--- src/rtl/stopwatch_ctrl_if.sv ---
// stopwatch_ctrl_if: groups the button, counter and display signals of the
// stopwatch controller so they can be passed around as one bundle.
//
// Signals:
//   iStartStop, iClear, iLap  raw push-buttons (active-high, asynchronous)
//   iCount[15:0]              live BCD count from the counter chain
//   oCntEn                    count enable for the units counter
//   oCntClr                   one-cycle clear pulse to all counters
//   oDisp[15:0]               BCD value shown on the decoders
//   oState[1:0]               FSM state (00 IDLE, 01 RUN, 10 PAUSE, 11 LAP)
//
// Modports:
//   master  board/testbench side: drives buttons and count, reads outputs
//   slave   controller side
//
// Handshake: there is no valid/ready pair on this bundle. Buttons are plain
// levels, iCount is sampled whenever a lap is taken, and every output is
// meaningful on every cycle after reset.
interface stopwatch_ctrl_if;
  logic        iStartStop;
  logic        iClear;
  logic        iLap;
  logic [15:0] iCount;
  logic        oCntEn;
  logic        oCntClr;
  logic [15:0] oDisp;
  logic [1:0]  oState;

  modport master (
    output iStartStop, iClear, iLap, iCount,
    input  oCntEn, oCntClr, oDisp, oState
  );

  modport slave (
    input  iStartStop, iClear, iLap, iCount,
    output oCntEn, oCntClr, oDisp, oState
  );
endinterface

--- src/rtl/stopwatch_ctrl.sv ---
// stopwatch_ctrl: start/stop/clear/lap controller for a 4-digit BCD counter
// chain. Each button is synchronised, debounced and edge-detected into a
// one-cycle event; a 4-state FSM turns events into count enable, counter
// clear and display selection.
//
// Parameters:
//   DEB_CYCLES  consecutive stable cycles needed to accept a level change
//
// Ports:
//   iClk        system clock, rising edge
//   iRst        synchronous active-high reset
//   bus         stopwatch_ctrl_if.slave (buttons, iCount, oCntEn, oCntClr,
//               oDisp, oState)
//
// Build option:
//   STOPWATCH_LAP_EN  when defined, the lap button front end and lap register
//                     are built and the LAP state becomes reachable. When not
//                     defined, iLap is ignored and oDisp always shows iCount.
module stopwatch_ctrl #(
  parameter logic [15:0] DEB_CYCLES = 16'd50000
) (
  input  logic             iClk,
  input  logic             iRst,
  stopwatch_ctrl_if.slave  bus
);

  typedef enum logic [1:0] {
    S_IDLE  = 2'b00,
    S_RUN   = 2'b01,
    S_PAUSE = 2'b10,
    S_LAP   = 2'b11
  } state_t;

  // Button index: 0 start/stop, 1 clear, 2 lap (lap only when enabled).
`ifdef STOPWATCH_LAP_EN
  localparam int NB = 3;
`else
  localparam int NB = 2;
`endif

  localparam logic [15:0] DEB_LAST = DEB_CYCLES - 16'd1;

  logic [NB-1:0] w_raw;
  logic [NB-1:0] r_sync1;
  logic [NB-1:0] r_sync2;
  logic [NB-1:0] r_deb;
  logic [NB-1:0] r_ev;
  logic [15:0]   r_deb_cnt [NB];

  logic          w_ev_ss;
  logic          w_ev_clr;
  logic          w_ev_lap;

  state_t        r_state;
  logic          r_cnt_en;
  logic          r_cnt_clr;

`ifdef STOPWATCH_LAP_EN
  logic [15:0]   r_lap;
  assign w_raw    = {bus.iLap, bus.iClear, bus.iStartStop};
  assign w_ev_lap = r_ev[2];
`else
  assign w_raw    = {bus.iClear, bus.iStartStop};
  assign w_ev_lap = 1'b0;
`endif

  assign w_ev_ss  = r_ev[0];
  assign w_ev_clr = r_ev[1];

  // Button front ends. The counter runs only while the synchronised level
  // disagrees with the accepted level; any agreement restarts it, so a level
  // must differ for DEB_CYCLES consecutive edges before it is accepted.
  // r_ev is raised on the same edge the accepted level rises.
  always_ff @(posedge iClk) begin
    if (iRst) begin
      r_sync1 <= '0;
      r_sync2 <= '0;
      r_deb   <= '0;
      r_ev    <= '0;
      for (int i = 0; i < NB; i++) begin
        r_deb_cnt[i] <= '0;
      end
    end else begin
      r_sync1 <= w_raw;
      r_sync2 <= r_sync1;
      r_ev    <= '0;
      for (int i = 0; i < NB; i++) begin
        if (r_sync2[i] == r_deb[i]) begin
          r_deb_cnt[i] <= '0;
        end else if (r_deb_cnt[i] == DEB_LAST) begin
          r_deb[i]     <= r_sync2[i];
          r_deb_cnt[i] <= '0;
          r_ev[i]      <= r_sync2[i];
        end else begin
          r_deb_cnt[i] <= r_deb_cnt[i] + 16'd1;
        end
      end
    end
  end

  // Control FSM. Start/stop wins over clear, clear over lap; an event that
  // loses or is ignored in the current state is simply dropped.
  always_ff @(posedge iClk) begin
    if (iRst) begin
      r_state   <= S_IDLE;
      r_cnt_en  <= 1'b0;
      r_cnt_clr <= 1'b0;
`ifdef STOPWATCH_LAP_EN
      r_lap     <= 16'h0000;
`endif
    end else begin
      r_cnt_clr <= 1'b0;
      case (r_state)
        S_IDLE: begin
          if (w_ev_ss) begin
            r_state  <= S_RUN;
            r_cnt_en <= 1'b1;
          end else if (w_ev_clr) begin
            r_cnt_clr <= 1'b1;
          end
        end
        S_RUN: begin
          if (w_ev_ss) begin
            r_state  <= S_PAUSE;
            r_cnt_en <= 1'b0;
`ifdef STOPWATCH_LAP_EN
          end else if (w_ev_lap) begin
            r_state <= S_LAP;
            r_lap   <= bus.iCount;
`endif
          end
        end
        S_PAUSE: begin
          if (w_ev_ss) begin
            r_state  <= S_RUN;
            r_cnt_en <= 1'b1;
          end else if (w_ev_clr) begin
            r_state   <= S_IDLE;
            r_cnt_clr <= 1'b1;
          end
        end
        S_LAP: begin
          // The counter keeps running here; only the display is frozen.
          if (w_ev_ss) begin
            r_state  <= S_PAUSE;
            r_cnt_en <= 1'b0;
          end else if (w_ev_lap) begin
            r_state <= S_RUN;
          end
        end
        default: begin
          r_state  <= S_IDLE;
          r_cnt_en <= 1'b0;
        end
      endcase
    end
  end

  assign bus.oState  = r_state;
  assign bus.oCntEn  = r_cnt_en;
  assign bus.oCntClr = r_cnt_clr;

`ifdef STOPWATCH_LAP_EN
  assign bus.oDisp = (r_state == S_LAP) ? r_lap : bus.iCount;
`else
  assign bus.oDisp = bus.iCount;
`endif

endmodule

--- src/flat_wrapper.sv ---
// flat-port wrapper written by rule: the top's interface ports become plain ports
module stopwatch_ctrl_flat 
#(
  parameter logic [15:0] DEB_CYCLES = 16'd50000
)
  (iClk, iRst, bus_iStartStop, bus_iClear, bus_iLap, bus_iCount, bus_oCntEn, bus_oCntClr, bus_oDisp, bus_oState);
  stopwatch_ctrl_if bus_i ();
  input  logic iClk;
  input  logic iRst;
  input wire logic [$bits(bus_i.iStartStop)-1:0] bus_iStartStop;
  input wire logic [$bits(bus_i.iClear)-1:0] bus_iClear;
  input wire logic [$bits(bus_i.iLap)-1:0] bus_iLap;
  input wire logic [$bits(bus_i.iCount)-1:0] bus_iCount;
  output wire logic [$bits(bus_i.oCntEn)-1:0] bus_oCntEn;
  output wire logic [$bits(bus_i.oCntClr)-1:0] bus_oCntClr;
  output wire logic [$bits(bus_i.oDisp)-1:0] bus_oDisp;
  output wire logic [$bits(bus_i.oState)-1:0] bus_oState;
  assign bus_i.iStartStop = bus_iStartStop;
  assign bus_i.iClear = bus_iClear;
  assign bus_i.iLap = bus_iLap;
  assign bus_i.iCount = bus_iCount;
  assign bus_oCntEn = bus_i.oCntEn;
  assign bus_oCntClr = bus_i.oCntClr;
  assign bus_oDisp = bus_i.oDisp;
  assign bus_oState = bus_i.oState;
  stopwatch_ctrl #(.DEB_CYCLES(DEB_CYCLES)) u_core (.iClk(iClk), .iRst(iRst), .bus(bus_i));
endmodule
--- config.mk ---
export PLATFORM = sky130hd
export DESIGN_NAME = stopwatch_ctrl_flat
export DESIGN_NICKNAME = d
export VERILOG_FILES = /design/src/rtl/stopwatch_ctrl_if.sv /design/src/rtl/stopwatch_ctrl.sv /design/src/flat_wrapper.sv
export SDC_FILE = /design/constraint.sdc
export NUM_CORES = 1
export LEC_CHECK = 0
export ABC_AREA = 1
export CELL_PAD_IN_SITES_DETAIL_PLACEMENT = 0
export CELL_PAD_IN_SITES_GLOBAL_PLACEMENT = 1
export CORE_MARGIN = 2
export CORE_UTILIZATION = 36
export DETAILED_ROUTE_END_ITERATION = 8
export GPL_TIMING_DRIVEN = 0
export PLACE_DENSITY = 0.76
export SLEW_MARGIN = 20
export SYNTH_ARGS = -nofsm -noshare
export SYNTH_HDL_FRONTEND = slang
export SYNTH_SLANG_ARGS = --single-unit
--- constraint.sdc ---
create_clock -name iClk -period 1.6 [get_ports iClk]
set_input_delay 0.32 -clock iClk [delete_from_list [all_inputs] [get_ports iClk]]
set_output_delay 0.32 -clock iClk [all_outputs]
set_load 0.01 [all_outputs]
==> results of run 1 <==
## what timing repair did
action	4_1_cts	5_1_grt
setup endpoints to repair	21	28
pin swaps	1	2
gates resized for setup	3	10
gates cloned	0	1
setup buffers	4	7
## state kept, by name, summed over array words and instances, names as in the netlist
name and flops:
u_core.r_ev 2, u_core.r_sync2 2, u_core.bus.oCntEn 1, u_core.r_deb_cnt 32, u_core.bus.oState 2, u_core.bus.oCntClr 1
u_core.r_deb 2, u_core.r_sync1 2
## logic make-up (layout without fill, tap and decap cells)
kind of cell / Yosys count / after routing / synth area share (%)
AO/OA/AOI/OAI: 22 / 22 / 4.71
XOR/XNOR: 13 / 13 / 4.61
adder cells (fa/ha/maj): 2 / 2 / 1.01
buffers and inverters: 54 / 96 / 11.6
flip-flops: 44 / 44 / 48.6
other: 1 / 32 / 0.152
AND/OR/NAND/NOR: 159 / 159 / 29.3
## worst reg2reg max path, stage by stage, from the launching register on
cell,delay (ps)
sky130_fd_sc_hd__edfxtp_1,410
sky130_fd_sc_hd__ha_4,170
sky130_fd_sc_hd__nand2_4,70
sky130_fd_sc_hd__nor2_8,120
sky130_fd_sc_hd__inv_2,60
sky130_fd_sc_hd__nor2_4,110
sky130_fd_sc_hd__nand2_2,80
sky130_fd_sc_hd__nand2_4,110
sky130_fd_sc_hd__buf_4,140
sky130_fd_sc_hd__a21oi_1,50
## routing by layer
| layer | vias up | wire [um] | GRT usage, % |
|---|---|---|---|
| met5 | - | 0 | 0 |
| met4 | 0 | 95 | 5.97 |
| met3 | 11 | 186 | 2.84 |
| met2 | 42 | 2260 | 22.4 |
| met1 | 891 | 2170 | 17.2 |
| li1 | 1043 | - | - |
## cells in the final DEF, fill, tap and decap left out, types with 2 or more instances in the layout
cell type and n:
sky130_fd_sc_hd__clkbuf_8 5, sky130_fd_sc_hd__dfxtp_1 12, sky130_fd_sc_hd__nand2_1 55, sky130_fd_sc_hd__nor3_1 4, sky130_fd_sc_hd__conb_1 32, sky130_fd_sc_hd__nand2_2 2, sky130_fd_sc_hd__o21ai_0 4, sky130_fd_sc_hd__nor2_4 2
sky130_fd_sc_hd__nor2_2 14, sky130_fd_sc_hd__nand3_1 15, sky130_fd_sc_hd__ha_4 2, sky130_fd_sc_hd__xnor2_1 5, sky130_fd_sc_hd__edfxtp_1 32, sky130_fd_sc_hd__nand3_2 2, sky130_fd_sc_hd__inv_1 32, sky130_fd_sc_hd__nor2_1 50
sky130_fd_sc_hd__inv_2 3, sky130_fd_sc_hd__clkdlybuf4s50_1 21, sky130_fd_sc_hd__buf_4 27, sky130_fd_sc_hd__nand2_4 3, sky130_fd_sc_hd__clkbuf_16 2, sky130_fd_sc_hd__xor2_1 8, sky130_fd_sc_hd__nand4_1 8, sky130_fd_sc_hd__a21oi_1 16
## layout make-up
type                            count  area (um^2)  share of cell area (%)
Tap cell                           80          100                    3.15
Clock buffer                        6         93.8                    2.95
Clock inverter                      2         11.3                   0.354
Sequential cell                    44         1200                    37.8
Timing Repair Buffer               34          330                    10.4
Buffer                             19          156                    4.92
Inverter                           35          131                    4.13
Multi-Input combinational cell    228         1150                    36.3
## power by group
group / internal, uW / switching [uW]
combinational: 113 / 102
clock: 401 / 401
sequential: 1260 / 41.2
## path summary, 6_finish.rpt
path	end	slack, ps	cells past startpoint
worst max-delay path	u_core.r_deb_cnt[0][15]	40	9
worst min-delay path	u_core.r_deb[0]	310	2
worst max register to register	u_core.r_deb_cnt[0][15]	40	9
worst min register to register	u_core.r_sync2[1]	410	2
## stage by stage
stage	total power (uW)	cell area, um^2	worst slack [ps]	hold WS, ps
after floorplan	1450	2590	72.9	388
after global placement	1520	2910	-97.1	398
after detailed placement	1520	2910	-124	399
after CTS	2330	3060	-10.1	296
after global routing	2420	3180	-34.8	319
final	2320	3180	41.5	307
==> results.sh, run 1 <==
export IMPL_run_status="completed"
export IMPL_worst_skew_pair_late_latency_ps=300
export IMPL_report_final_slew_viol_count=0
export IMPL_clock_sinks=44
export IMPL_postSynth_topFlopCell="sky130_fd_sc_hd__edfxtp_1"
export IMPL_start_util_pct=36.8
export IMPL_tritoncts="done"
export IMPL_grt_start_max_net_pins=15
export IMPL_core_region_area_mm2=0.00672
export IMPL_period_needed_ps=1560
export IMPL_placement_rows=30
export IMPL_finalCritPeriodShare_pct=97.4
export IMPL_drt_wirelength_per_cell_um=10.5
export IMPL_min_from="iRst"
export IMPL_detailedPlacementHpwl_um=3410
export IMPL_die_area_mm2=0.00755
export IMPL_grt_util_all_layers_pct=13.6
export IMPL_place_detailed_instances=428
export IMPL_cts_hold_buf=0
export IMPL_worstSetupPathType="flop to flop"
export IMPL_ant_nets=0
export IMPL_synth_distinct_cells=30
export IMPL_remaining_drc_errors=0
export IMPL_rsz0062_at_grt="yes"
export IMPL_achievable_frequency_mhz=642
export IMPL_layout_cells_non_filler=448
export IMPL_io_buffer_count=22
export IMPL_post_synth_cell_area_avg_um2=8.38
export IMPL_max_vdd_ir_drop_mv=0.406
export IMPL_drt_total_wl_um=4720
export IMPL_synth_top_cells_by_count="sky130_fd_sc_hd__nand2_1 (55), sky130_fd_sc_hd__nor2_1 (54), sky130_fd_sc_hd__edfxtp_1 (32), sky130_fd_sc_hd__inv_1 (32)"
export IMPL_worst_setup_ep_type="flop"
export IMPL_report_final_setup_viol=0
export IMPL_htreeDepth=2
export IMPL_gp_congestion=0.807
export IMPL_yosys_cell_count_top_type="sky130_fd_sc_hd__nand2_1"
export IMPL_chip_width_um=86.9
export IMPL_io_pins=41
export IMPL_fin_tns_setup_ps=0
export IMPL_worstSetupStartpoint="u_core.r_deb_cnt[0][1]"
export IMPL_critical_path_slowest_cell="sky130_fd_sc_hd__edfxtp_1"
export IMPL_post_route_cells_drive_above_1_share_pct=19.0
export IMPL_clock_tree_root_cell="sky130_fd_sc_hd__clkbuf_8"
export IMPL_final_net_count=390
export IMPL_cts_max_path_buffers=2
export IMPL_cell_breakdown_of_the_critical_path="ha_4 -> nand2_4 -> nor2_8 -> inv_2 -> nor2_4 -> nand2_2 -> nand2_4 -> buf_4 -> a21oi_1"
export IMPL_synth_seq_area_share_pct=48.6
export IMPL_critPathLaunchType="flop"
export IMPL_category_of_cells_accounting_for_the_largest_share_of_critical_path_delay="simple AND/OR/NAND/NOR gates"
export IMPL_timing_critical_path_fanout_max=5
export IMPL_first_global_vias=1878
export IMPL_grt_overflow=0
export IMPL_fp_dieH_um=86.9
export IMPL_critical_path_top_cell_by_count="sky130_fd_sc_hd__nand2_4"
export IMPL_drt_pass1_iterations=5
export IMPL_worst_r2r_startpoint="u_core.r_deb_cnt[0][1]"
export IMPL_synth_edff_count=32
export IMPL_synth_top_area_cell="sky130_fd_sc_hd__edfxtp_1"
export IMPL_area_growth_syn_to_layout_pct=28.6
export IMPL_grt_pass1_wl_um=8110
export IMPL_finClkSkew_ps=11.6
export IMPL_power_density_mw_per_mm2=729
export IMPL_dr_first_iter_drc_count=80
export IMPL_yosysTopAreaCellShare_pct=38.9
export IMPL_path_buf_inv=2
export IMPL_hp_class="input port to flop"
export IMPL_antenna_found_initial=0
export IMPL_vias=1987
export IMPL_insertedDiodeCount=0
export IMPL_worst_path_clk_slew_ps=90
export IMPL_fill_cells=640
export IMPL_post_synth_main_area_contributors="sky130_fd_sc_hd__edfxtp_1 (39%), sky130_fd_sc_hd__dfxtp_1 (9.7%), sky130_fd_sc_hd__nand2_1 (8.4%)"
export IMPL_synth_seq_cells=44
export IMPL_syn_instance_count=295
export IMPL_post_synth_arst_share_pct=0
export IMPL_worstPathArrival_ps=1600
export IMPL_tritoncts_num_buffers=5
export IMPL_fin_util_pct=47.3
export IMPL_max_stage_delay_ps=410
export IMPL_mapped_area_mm2=0.00247
export IMPL_viasPerCell=4.44
export IMPL_drv_cap=0
export IMPL_cp_required_ps=1650
export IMPL_standby_leakage_power_uw=0.00130
export IMPL_ys_warn_count=0
export IMPL_hold_viol=0
No activity file was read; power rests on OpenSTA's default activity.
==> inputs of run 2 (changes only) <==
--- a/config.mk
+++ b/config.mk
@@ -13,6 +13,7 @@
 export DETAILED_ROUTE_END_ITERATION = 8
 export GPL_TIMING_DRIVEN = 0
 export PLACE_DENSITY = 0.76
+export SKIP_CTS_REPAIR_TIMING = 1
 export SLEW_MARGIN = 20
 export SYNTH_ARGS = -nofsm -noshare
 export SYNTH_HDL_FRONTEND = slang
==> run 2 against run 1 <==
Combinational power rose by 2%. Global-route usage fell by 0.22 points. Setup slack worse by 41 ps. Sequential power about the same. Sequential cell count unchanged. Register-to-register slack lost 40 ps. Critical path type unchanged. Critical endpoint unchanged. Largest power group unchanged.
==> results.sh, run 2 (synthesis results as in run 1) <==
export IMPL_run_status="completed"
export IMPL_vias=1984
export IMPL_antenna_found_initial=0
export IMPL_die_area_mm2=0.00755
export IMPL_placement_rows=30
export IMPL_rsz0062_at_grt="yes"
export IMPL_insertedDiodeCount=0
export IMPL_drt_wirelength_per_cell_um=10.6
export IMPL_grt_util_all_layers_pct=13.4
export IMPL_detailroute_wirelength_met2_um=2280
export IMPL_detail_route_wirelength_met1_um=2190
export IMPL_multi_input_comb_area_mm2=0.00121
export IMPL_area_growth_syn_to_layout_pct=30.7
export IMPL_critical_path_top_cell_by_count="sky130_fd_sc_hd__nand2_4"
export IMPL_start_util_pct=36.8
export IMPL_largest_register_ffs=32
export IMPL_first_global_vias=1842
export IMPL_critical_path_slowest_cell="sky130_fd_sc_hd__edfxtp_1"
export IMPL_fp_dieH_um=86.9
export IMPL_cp_required_ps=1650
export IMPL_htreeDepth=2
export IMPL_fin_util_pct=48.1
export IMPL_detailedPlacementHpwl_um=3410
export IMPL_max_vdd_ir_drop_mv=0.422
export IMPL_achievable_frequency_mhz=625
export IMPL_remaining_drc_errors=0
export IMPL_cts_max_path_buffers=2
export IMPL_post_route_cells_drive_above_1_share_pct=20.1
export IMPL_grt_overflow=0
export IMPL_dr_first_iter_drc_count=74
export IMPL_wl_met3_um=161
export IMPL_clock_sinks=44
export IMPL_io_buffer_count=22
export IMPL_fill_cells=633
export IMPL_drt_pass1_iterations=4
export IMPL_report_final_slew_viol_count=0
export IMPL_ant_nets=0
export IMPL_tritoncts="done"
export IMPL_chip_width_um=86.9
export IMPL_hp_class="input port to flop"
export IMPL_hold_viol=0
export IMPL_final_net_count=390
export IMPL_worstSetupPathType="flop to flop"
export IMPL_io_pins=41
export IMPL_standby_leakage_power_uw=0.00130
export IMPL_clock_tree_root_cell="sky130_fd_sc_hd__clkbuf_8"
export IMPL_mostFrequentLayoutCell="sky130_fd_sc_hd__nand2_1"
export IMPL_dr_max_layer_used="met4"
export IMPL_drt_total_wl_um=4730
export IMPL_grt_start_max_net_pins=15
export IMPL_worst_setup_ep_type="flop"
export IMPL_period_needed_ps=1600
export IMPL_finClkSkew_ps=12.5
export IMPL_gp_congestion=0.807
export IMPL_worst_path_clk_slew_ps=90
export IMPL_drv_cap=0
export IMPL_top_register="u_core.r_deb_cnt"
export IMPL_worstPathArrival_ps=1640
export IMPL_timing_critical_path_fanout_max=5
export IMPL_cell_breakdown_of_the_critical_path="ha_4 -> nand2_4 -> nor2_8 -> inv_2 -> nor2_4 -> nand2_2 -> nand2_4 -> buf_4 -> a21oi_1"
export IMPL_power_density_mw_per_mm2=720
export IMPL_seqCellArea_mm2=0.00120
export IMPL_worst_skew_pair_late_latency_ps=300
export IMPL_p_total_uw=2330
export IMPL_tritoncts_num_buffers=5
export IMPL_max_stage_delay_ps=430
export IMPL_core_region_area_mm2=0.00672
export IMPL_critPathLaunchType="flop"
export IMPL_finalCritPeriodShare_pct=100
export IMPL_report_final_setup_viol=0
export IMPL_viasPerCell=4.43
export IMPL_grt_pass1_wl_um=7980
export IMPL_highest_count_cells_in_the_layout_ignoring_fill_and_taps="sky130_fd_sc_hd__nand2_1 (55), sky130_fd_sc_hd__nor2_1 (48), sky130_fd_sc_hd__inv_1 (32), sky130_fd_sc_hd__edfxtp_1 (32), sky130_fd_sc_hd__conb_1 (32)"
-- run 2: cell count changes in the layout (fill, tap and decap cells not counted) --
cell	previous run	this run
sky130_fd_sc_hd__nand3_2	2	1
sky130_fd_sc_hd__nand3_4	0	1
sky130_fd_sc_hd__nor2_1	50	48
sky130_fd_sc_hd__nor2_2	14	11
sky130_fd_sc_hd__nor2_4	2	7
sky130_fd_sc_hd__xor2_1	8	6
sky130_fd_sc_hd__xor2_2	0	2
-- run 2: final timing paths --
path,startpoint,to,slack [ps],depth (start not counted)
min reg2reg,u_core.r_sync1[1],u_core.r_sync2[1],410,2
min,iRst,u_core.r_deb[0],310,2
max reg2reg,u_core.r_deb_cnt[0][0],u_core.r_deb_cnt[0][15],0.7,9
max,u_core.r_deb_cnt[0][0],u_core.r_deb_cnt[0][15],0.7,9
-- run 2: area by class of cell --
cell class	count	share of cell area [%]
Clock inverter	2	0.348
Clock buffer	6	2.90
Sequential cell	44	37.2
Multi-Input combinational cell	228	37.4
Timing Repair Buffer	34	10.2
Inverter	35	4.07
Buffer	19	4.84
Tap cell	80	3.10
-- run 2: critical path: cells and delay by family, from the launching register on --
family,cells,cell delay [ps]
flops,1,430
buf+inv,2,200
fa+ha+maj,1,170
compound gates,1,50
simple gates,5,500
-- run 2: stage by stage --
stage	setup WS (ps)	instances	cell area, um^2	hold slack [ps]	setup TNS (ps)
floorplan	72.9	326	2590	388	0
global placement	-97.1	428	2910	398	-1560
detailed placement	-124	428	2910	399	-1930
CTS	-142	436	3010	296	-2110
global route	-65.9	448	3230	319	-801
finish	0.746	448	3230	306	0
-- run 2: routing by layer --
metal,vias up,global-route usage (%)
li1,1042,-
met1,893,17.0
met2,38,21.9
met3,11,2.84
met4,0,5.97
met5,-,0
-- run 2: power breakdown --
group          internal [uW]  switching, uW
Sequential              1260           43.0
Clock                    401            402
Combinational            115            106
